`src/rtl/mips_defs_pkg.sv`:
```
// Shared MIPS encoding constants, mnemonic enum and word-packing helpers.
// The control decoder imports the same package, so both directions agree
// on every opcode and funct value.
package mips_defs;

    // Primary opcodes (instr[31:26])
    localparam logic [5:0] OP_RTYPE = 6'b000000;
    localparam logic [5:0] OP_J     = 6'b000010;
    localparam logic [5:0] OP_JAL   = 6'b000011;
    localparam logic [5:0] OP_BEQ   = 6'b000100;
    localparam logic [5:0] OP_BNE   = 6'b000101;
    localparam logic [5:0] OP_XORI  = 6'b001110;
    localparam logic [5:0] OP_LW    = 6'b100011;
    localparam logic [5:0] OP_SW    = 6'b101011;

    // R-type function codes (instr[5:0])
    localparam logic [5:0] FN_ADD = 6'b100000;
    localparam logic [5:0] FN_SUB = 6'b100010;
    localparam logic [5:0] FN_SLT = 6'b101010;
    localparam logic [5:0] FN_JR  = 6'b001000;

    // Mnemonic codes as presented on in_mnem; 11..15 are illegal
    typedef enum logic [3:0] {
        MN_ADD  = 4'd0,
        MN_SUB  = 4'd1,
        MN_SLT  = 4'd2,
        MN_JR   = 4'd3,
        MN_LW   = 4'd4,
        MN_SW   = 4'd5,
        MN_J    = 4'd6,
        MN_JAL  = 4'd7,
        MN_BEQ  = 4'd8,
        MN_BNE  = 4'd9,
        MN_XORI = 4'd10
    } mnem_e;

    // Occupancy of the two-entry output buffer
    typedef enum logic [1:0] {
        BUF_EMPTY = 2'd0,
        BUF_ONE   = 2'd1,
        BUF_TWO   = 2'd2
    } buf_state_e;

    // R-type layout: opcode, rs, rt, rd, shamt (always zero here), funct
    function automatic logic [31:0] pack_r(input logic [4:0] rs,
                                           input logic [4:0] rt,
                                           input logic [4:0] rd,
                                           input logic [5:0] funct);
        return {OP_RTYPE, rs, rt, rd, 5'b00000, funct};
    endfunction

    // I-type layout: opcode, rs, rt, 16-bit immediate
    function automatic logic [31:0] pack_i(input logic [5:0]  op,
                                           input logic [4:0]  rs,
                                           input logic [4:0]  rt,
                                           input logic [15:0] imm);
        return {op, rs, rt, imm};
    endfunction

    // J-type layout: opcode, 26-bit word target
    function automatic logic [31:0] pack_j(input logic [5:0]  op,
                                           input logic [25:0] target);
        return {op, target};
    endfunction

endpackage

```
`src/rtl/instr_pack.sv`:
```
// Combinational encoder: turns a mnemonic plus operand fields into a
// 32-bit MIPS word, and flags mnemonic codes that have no encoding.
module instr_pack
    import mips_defs::*;
(
    input  logic [3:0]  mnem,
    input  logic [4:0]  rs,
    input  logic [4:0]  rt,
    input  logic [4:0]  rd,
    input  logic [15:0] imm,
    input  logic [25:0] target,
    output logic [31:0] instr,
    output logic        illegal
);

    // Select the word layout for the mnemonic; unused fields are simply not packed
    always_comb begin
        instr   = '0;
        illegal = 1'b0;
        case (mnem)
            MN_ADD:  instr = pack_r(rs, rt, rd, FN_ADD);
            MN_SUB:  instr = pack_r(rs, rt, rd, FN_SUB);
            MN_SLT:  instr = pack_r(rs, rt, rd, FN_SLT);
            MN_JR:   instr = pack_r(rs, 5'd0, 5'd0, FN_JR);
            MN_LW:   instr = pack_i(OP_LW, rs, rt, imm);
            MN_SW:   instr = pack_i(OP_SW, rs, rt, imm);
            MN_BEQ:  instr = pack_i(OP_BEQ, rs, rt, imm);
            MN_BNE:  instr = pack_i(OP_BNE, rs, rt, imm);
            MN_XORI: instr = pack_i(OP_XORI, rs, rt, imm);
            MN_J:    instr = pack_j(OP_J, target);
            MN_JAL:  instr = pack_j(OP_JAL, target);
            default: illegal = 1'b1;
        endcase
    end

endmodule

```
`src/rtl/instr_encoder.sv`:
```
// Instruction encoder and writer. Encodes each accepted request and hands
// the word, tagged with a sequential byte address, to the memory loader.
// An output register plus one skid register let in_ready be a pure flop
// output while never dropping or reordering words under backpressure.
module instr_encoder
    import mips_defs::*;
#(
    parameter int                ADDR_W    = 32,
    parameter logic [ADDR_W-1:0] BASE_ADDR = '0
) (
    input  logic              clk,
    input  logic              reset,
    input  logic              in_valid,
    output logic              in_ready,
    input  logic [3:0]        in_mnem,
    input  logic [4:0]        in_rs,
    input  logic [4:0]        in_rt,
    input  logic [4:0]        in_rd,
    input  logic [15:0]       in_imm,
    input  logic [25:0]       in_target,
    output logic              out_valid,
    input  logic              out_ready,
    output logic [31:0]       out_instr,
    output logic [ADDR_W-1:0] out_addr,
    output logic              err,
    output logic [15:0]       count
);

    logic [31:0] enc_instr;
    logic        enc_illegal;
    logic [31:0] skid_instr;
    logic        accept;
    logic        legal_accept;
    logic        emit;
    buf_state_e  state;
    buf_state_e  next_state;

    instr_pack u_pack (
        .mnem    (in_mnem),
        .rs      (in_rs),
        .rt      (in_rt),
        .rd      (in_rd),
        .imm     (in_imm),
        .target  (in_target),
        .instr   (enc_instr),
        .illegal (enc_illegal)
    );

    // Handshake qualifiers; an illegal request is consumed but never buffered
    always_comb begin
        accept       = in_valid && in_ready;
        legal_accept = accept && !enc_illegal;
        emit         = out_valid && out_ready;
    end

    // Buffer occupancy for the next cycle; in_ready is registered from this
    always_comb begin
        next_state = state;
        case (state)
            BUF_EMPTY: begin
                if (legal_accept) next_state = BUF_ONE;
            end
            BUF_ONE: begin
                if (legal_accept && !emit)      next_state = BUF_TWO;
                else if (!legal_accept && emit) next_state = BUF_EMPTY;
            end
            BUF_TWO: begin
                if (emit) next_state = BUF_ONE;
            end
            default: next_state = BUF_EMPTY;
        endcase
    end

    // Buffer FSM with registered handshake outputs, address, count and error flag
    always_ff @(posedge clk or posedge reset) begin
        if (reset) begin
            state      <= BUF_EMPTY;
            in_ready   <= 1'b0;
            out_valid  <= 1'b0;
            out_instr  <= '0;
            skid_instr <= '0;
            out_addr   <= BASE_ADDR;
            count      <= '0;
            err        <= 1'b0;
        end else begin
            state     <= next_state;
            in_ready  <= (next_state != BUF_TWO);
            out_valid <= (next_state != BUF_EMPTY);

            case (state)
                BUF_EMPTY: begin
                    if (legal_accept) out_instr <= enc_instr;
                end
                BUF_ONE: begin
                    if (legal_accept && emit) out_instr  <= enc_instr;
                    else if (legal_accept)    skid_instr <= enc_instr;
                end
                BUF_TWO: begin
                    if (emit) out_instr <= skid_instr;
                end
                default: ;
            endcase

            if (emit) begin
                out_addr <= out_addr + ADDR_W'(4);
                if (count != 16'hFFFF) count <= count + 16'd1;
            end

            if (accept && enc_illegal) err <= 1'b1;
        end
    end

endmodule

```
`config.mk`:
```
export PLATFORM = sky130hd
export DESIGN_NAME = instr_encoder
export DESIGN_NICKNAME = d
export VERILOG_FILES = /design/src/rtl/mips_defs_pkg.sv /design/src/rtl/instr_pack.sv /design/src/rtl/instr_encoder.sv
export SDC_FILE = /design/constraint.sdc
export NUM_CORES = 1
export LEC_CHECK = 0
export BUFFER_PORTS_ARGS = -buffer_cell sky130_fd_sc_hd__buf_2
export CORE_UTILIZATION = 53
export CTS_CLUSTER_SIZE = 20
export DETAILED_ROUTE_END_ITERATION = 12
export HOLD_SLACK_MARGIN = 0.03
export PLACE_DENSITY = 0.8
export SYNTH_ARGS = -nofsm -noshare
export SYNTH_HDL_FRONTEND = slang
export SYNTH_SLANG_ARGS = --single-unit
export TNS_END_PERCENT = 30
```
`constraint.sdc`:
```
create_clock -name clk -period 4.9 [get_ports clk]
set_input_delay 0.98 -clock clk [delete_from_list [all_inputs] [get_ports clk]]
set_output_delay 0.98 -clock clk [all_outputs]
set_load 0.02 [all_outputs]
```
==> flow_summary_export.csv, run 1 <==
group,metric,value,unit
global_routing,grt_pass1_vias,4919,
cells_and_area,area_growth,23.89,%
global_routing,grt_pass1_wl,24.04,mm
cells_and_area,layout-drive-gt1-share,31.99,%
clocking,clk_pin_slew,0.06,ns
yosys,synth_top_family_by_area,"simple AND/OR/NAND/NOR gates",
yosys,synthMuxAreaShare,9.522,%
clocking,cts.sinks,113,
yosys,synth_top_flop_cell,"dfrtp_1",
worst_setup_path,r2r_cells,4,
worst_setup_path,crit_path_start_kind,"register",
floorplan,fp.dieArea,0.01123,sq mm
yosys,syn_inst,547,
floorplan,ios,148,
drt,drt-total-wl,14.52,mm
yosys,synthAdderAreaFrac,0.4368,%
yosys,yosysUniqueCellTypes,61,
yosys,syn_area,0.005729,sq mm
sta,setup_viol,0,
drt,wl_per_cell,17.41,um
sta,hold_viol_final,0,
sta,min_period_over_period,53.50,%
yosys,async_reset_ff_share,100.0,%
cells_and_area,n_fill_cell,785,
power,switching_power,1379,uW
power,combinationalPowerShare,30.9,%
power,ir_worst_vdd,267.2,uV
floorplan,coreArea,0.01042,sq mm
clocking,clock_path_buffers,2,
clocking,clock_latency,0.53,ns
power,leakagePower,0.003450,uW
drt,dr.first_iter.drc_count,383,
job,max-cap-violations,0,
placement,io_buffer_count,144,
sta,rsz0062_at_grt,"no",
drt,vias,4904,
clocking,post_cts_buffers,0,
yosys,synth_compound_area_share,14.50,%
power,swShare,35.66,%
placement,placed_area,0.006502,sq mm
floorplan,dieWidth,106.0,um
yosys,synth_simple_gate_area_share,16.44,%
global_routing,grt_usage,27.23,%
drt,via_per_inst,5.880,
power,intPower,2488,uW
worst_setup_path,worstPathArrival,3.09,ns
power,power_per_cell_area,544.9,mW/mm^2
clocking,cts_tree,"done",
yosys,yosys_warnings,0,
yosys,ys_seq_elements,113,
global_routing,grt_max_degree,78,
worst_setup_path,path_class,"register to register",
global_routing,grt_overflow,0,
power,pwr-share-seq,37.4,%
cells_and_area,final_area,0.007098,sq mm
yosys,synth_edf_count,0,
clocking,post_cts_resized,0,
clocking,root_buffer,"clkbuf_8",
drt,drt_first_pass_iters,5,
run_status,status,"completed",
worst_setup_path,crit_path_end_kind,"register",
yosys,synthXorXnorAreaFrac,6.421,%
clocking,cts_inserted_buffers,17,
power,power_frac_clock,31.7,%
sta,tightest_slew,1.284,ns
placement,finalWeightedCongestion,0.8649,
clocking,htree_levels,4,
drt,drcViolationCount,0,
min_path,whs_path_depth,1,
drt,ant_nets,0,
floorplan,rows,37,
worst_setup_path,cp.required,5.37,ns
global_routing,antenna_found_initial,0,
sta,fin_setup_tns,0,ns
yosys,avgSynthCellArea,10.47,sq um
sta,slew_headroom,13.72,%
floorplan,die_h,106.0,um
yosys,ys_seq_area_share,49.36,%
sta,fin_skew,0.01574,ns
sta,max_freq,381.5,MHz
floorplan,start_util,55.00,%
worst_setup_path,crit_path_max_fanout,28,
min_path,hold_class,"register to register",
cells_and_area,nNetsFinal,751,
placement,post-dp-hpwl,9.852,mm
sta,fin_crit,2.621,ns
sta,slew_viol_final,0,
clocking,cts_hold_buf,0,
==> layout make-up <==
| cell class | count | area [sq um] | area share [%] |
|---|---|---|---|
| sequential | 113 | 2828 | 39.84 |
| multi-input combinational | 398 | 2725 | 38.39 |
| timing repair buffer | 149 | 758.2 | 10.68 |
| clock buffer | 18 | 427.9 | 6.029 |
| tap | 136 | 170.2 | 2.397 |
| clock inverter | 14 | 165.2 | 2.327 |
| inverter | 5 | 21.27 | 0.2997 |
| antenna | 1 | 2.502 | 0.03525 |
==> stage by stage <==
step	setup WS [ns]	total power (uW)	cells	hold WS, ns	util (%)
floorplan	0.9326	2268	549	0.4418	-
global placement	2.037	2582	801	0.4546	62.43
detailed placement	1.969	2644	801	0.4606	62.43
CTS	2.296	3878	833	0.4721	68.12
global route	1.993	4069	833	0.5007	68.12
finish	2.279	3868	834	0.4703	68.14
==> power groups by stage <==
stage	sequential (uW)	combinational (uW)	clock (uW)
3_3_place_gp	1440	1150	0
3_5_place_dp	1460	1190	0
2_1_floorplan	1590	676	0
5_1_grt	1490	1300	1280
4_1_cts	1440	1200	1240
6_report	1440	1190	1230
==> layer usage <==
metal	global-route usage, %	wire length [um]
met5	0	0
met4	12.70	356
met3	5.212	834
met2	44.58	7180
met1	35.03	6147
==> cell usage in the layout, fill, tap and decap left out, types with 4 or more instances in the layout <==
cell type,instances
clkbuf_16,16
clkinv_2,4
a21oi_1,10
mux2i_1,17
clkinvlp_4,5
xnor2_1,30
mux2_2,31
xor2_1,12
nand3_1,15
a32o_1,5
buf_4,5
o31ai_1,12
buf_2,144
a221oi_1,14
nand2_1,67
dfrtp_1,113
and2_1,11
o21ai_0,26
nor2b_1,5
o22a_1,5
nor3_1,5
o311ai_0,6
and3_1,10
nor2_1,36
nand4_1,23
and4_1,4
==> Yosys cell counts, types with 4 or more instances <==
master / count / area share [%]
a21oi_1: 10 / 0.87
a221oi_1: 14 / 2.1
a32o_1: 5 / 0.87
and2_1: 11 / 1.2
and3_1: 10 / 1.1
and4_1: 4 / 0.61
buf_2: 11 / 0.96
buf_4: 4 / 0.52
clkbuf_1: 14 / 0.92
dfrtp_1: 113 / 49
inv_1: 4 / 0.26
mux2_2: 31 / 6.1
mux2i_1: 17 / 3.0
nand2_1: 67 / 4.4
nand3_1: 15 / 1.3
nand4_1: 23 / 2.5
nor2_1: 36 / 2.4
nor2b_1: 6 / 0.66
nor3_1: 5 / 0.44
o21ai_0: 26 / 2.3
o22a_1: 5 / 0.76
o311ai_0: 6 / 0.92
o31ai_1: 12 / 1.6
xnor2_1: 30 / 4.6
xor2_1: 12 / 1.8
==> sequential cells by signal (all words and copies together) (netlist names) <==
register    count
out_instr      31
skid_instr     31
out_addr       30
count          16
state           2
err             1
in_ready        1
out_valid       1
==> logic make-up (layout without fill, tap and decap cells) <==
family / after synthesis / after routing
buf+inv: 38 / 186
xor+xnor: 42 / 42
other cells: 1 / 4
fa+ha+maj: 2 / 2
flops: 113 / 113
simple gates: 191 / 191
compound gates: 110 / 110
mux: 50 / 50
==> critical path: stages, from the launching register on <==
cell	delay [ns]
dfrtp_1	0.60
nand2b_1	0.92
o21ai_0	0.54
o21ai_0	0.31
mux2_2	0.19
==> path summary, 6_finish.rpt <==
kind	start	endpoint	slack, ns
max in group asynchronous	reset	skid_instr[15]$_DFFE_PP0P_	3.22
worst max register to register	state[0]$_DFF_PP0_	out_instr[24]$_DFFE_PP0P_	2.28
worst max-delay path	state[0]$_DFF_PP0_	out_instr[24]$_DFFE_PP0P_	2.28
min in group asynchronous	reset	out_addr[29]$_DFFE_PP0P_	0.67
worst min register to register	out_addr[31]$_DFFE_PP0P_	out_addr[31]$_DFFE_PP0P_	0.47
worst min-delay path	out_addr[31]$_DFFE_PP0P_	out_addr[31]$_DFFE_PP0P_	0.47
Note: power is estimated with default switching activity, not from simulation.
==> run 2, diff against run 1 <==
==> constraint.sdc (replaced) <==
create_clock -name clk -period 2.54 [get_ports clk]
set_input_delay 0.508 -clock clk [delete_from_list [all_inputs] [get_ports clk]]
set_output_delay 0.508 -clock clk [all_outputs]
set_load 0.02 [all_outputs]
==> flow_summary_export.csv, run 2 (synthesis gave the netlist of run 1 again) <==
group,metric,value,unit
sta,max_freq,485.2,MHz
clocking,clock_latency,0.53,ns
drt,drt_first_pass_iters,5,
worst_setup_path,crit_path_end_kind,"register",
sta,fin_setup_tns,0,ns
drt,ant_nets,0,
placement,io_buffer_count,144,
floorplan,ios,148,
worst_setup_path,crit_path_start_kind,"register",
cells_and_area,layout-drive-gt1-share,33.05,%
clocking,post_cts_buffers,0,
sta,rsz0062_at_grt,"no",
placement,post-dp-hpwl,10.04,mm
worst_setup_path,worstPathArrival,2.53,ns
sta,tightest_slew,0.7792,ns
job,max-cap-violations,0,
floorplan,coreArea,0.01042,sq mm
cells_and_area,antennaDiodeCount,0,
clocking,clock_path_buffers,2,
drt,wl_per_cell,17.35,um
clocking,cts_tree,"done",
floorplan,die_h,106.0,um
floorplan,dieWidth,106.0,um
worst_setup_path,crit_path_max_fanout,19,
power,p_total,7569,uW
drt,drt-total-wl,14.65,mm
power,ir_worst_vdd,612.2,uV
global_routing,grt_pass1_vias,5047,
cells_and_area,seqCellArea,0.002828,sq mm
global_routing,grt_pass1_wl,24.77,mm
cells_and_area,final_cell_mix,"buf_2 (144), dfrtp_1 (113), nand2_1 (67)",
cells_and_area,fin_cells,844,
floorplan,start_util,55.00,%
clocking,cts.sinks,113,
sta,fin_skew,0.008457,ns
floorplan,rows,37,
global_routing,grt_max_degree,47,
worst_setup_path,cp.required,3.01,ns
drt,drcViolationCount,0,
run_status,status,"completed",
cells_and_area,final_area,0.007226,sq mm
cells_and_area,multi_input_area,0.002725,sq mm
sta,min_period_over_period,81.15,%
cells_and_area,nNetsFinal,762,
clocking,htree_levels,4,
placement,finalWeightedCongestion,0.9016,
sta,fin_crit,2.061,ns
clocking,cts_hold_buf,0,
sta,slew_headroom,48.05,%
clocking,cts_inserted_buffers,17,
global_routing,antenna_found_initial,0,
sta,slew_viol_final,0,
min_path,hold_class,"primary input to asynchronous set/reset pin",
drt,dr.first_iter.drc_count,387,
cells_and_area,n_fill_cell,773,
clocking,post_cts_resized,0,
power,leakagePower,0.003517,uW
placement,dpl.cell_count,812,
clocking,clk_pin_slew,0.06,ns
sta,hold_viol_final,0,
placement,placed_area,0.006624,sq mm
cells_and_area,area_growth,26.12,%
drt,vias,5016,
floorplan,fp.dieArea,0.01123,sq mm
drt,via_per_inst,5.943,
worst_setup_path,path_class,"register to register",
global_routing,grt_overflow,0,
sta,setup_viol,0,
clocking,root_buffer,"clkbuf_8",
cells_and_area,top_regs,"out_instr (31), skid_instr (31), out_addr (30)",
cells_and_area,layout_commonest_cell,"buf_2",
power,power_per_cell_area,1047,mW/mm^2
global_routing,grt_usage,28.13,%
run 2: cell count changes in the layout (fill, tap and decap cells not counted), sizes merged:
cell and change:
buf +11, clkbuf +1, clkinv -2, clkinvlp +1
diode -1
run 2: critical path, stage by stage, from the launching register on:
cell	delay [ns]
dfrtp_1	0.42
nand2b_1	0.64
o21ai_0	0.45
o21ai_0	0.30
mux2_2	0.19
run 2: cell type report:
type,count,share of cell area (%)
sequential,113,39.13
multi-input combinational,398,37.71
timing repair buffer,160,12.16
inverter,5,0.3117
clock inverter,13,2.216
tap,136,2.355
clock buffer,19,6.113
run 2: metrics by stage:
stage / util (%) / setup slack [ns] / hold WS [ns]
CTS: 69.37 / 0.4861 / 0.1183
global route: 69.37 / 0.2489 / 0.1544
global placement: 63.59 / 0.3520 / 0.4562
finish: 69.37 / 0.4788 / 0.09314
detailed placement: 63.59 / 0.2384 / 0.4593
floorplan: - / 0.5705 / 0.4418
run 2: layer usage:
layer,global-route usage (%),wire length [um],vias to the layer above
met1,36.06,6161,2477
met2,46.27,7347,208
met3,6.070,805,27
li1,-,-,2304
met4,11.90,332,0
met5,0,0,-
run 2: worst paths after layout:
| path | from | end | slack (ns) | cells past startpoint |
|---|---|---|---|---|
| max | state[0]$_DFF_PP0_ | out_instr[21]$_DFFE_PP0P_ | 0.48 | 4 |
| min | reset | out_instr[22]$_DFFE_PP0P_ | 0.09 | 2 |
| max reg2reg | state[0]$_DFF_PP0_ | out_instr[21]$_DFFE_PP0P_ | 0.48 | 4 |
| min reg2reg | out_addr[31]$_DFFE_PP0P_ | out_addr[31]$_DFFE_PP0P_ | 0.47 | 1 |
| max in group asynchronous | reset | out_instr[6]$_DFFE_PP0P_ | 1.79 | 3 |
| min in group clk | in_imm[0] | skid_instr[0]$_DFFE_PP0P_ | 0.26 | 3 |
run 2: power breakdown:
| part | leakage, uW | total [uW] | switching [uW] | internal (uW) |
|---|---|---|---|---|
| combinational | 0.00177 | 2390 | 1400 | 993 |
| sequential | 0.00147 | 2770 | 415 | 2360 |
| clock | 0.000282 | 2400 | 860 | 1540 |
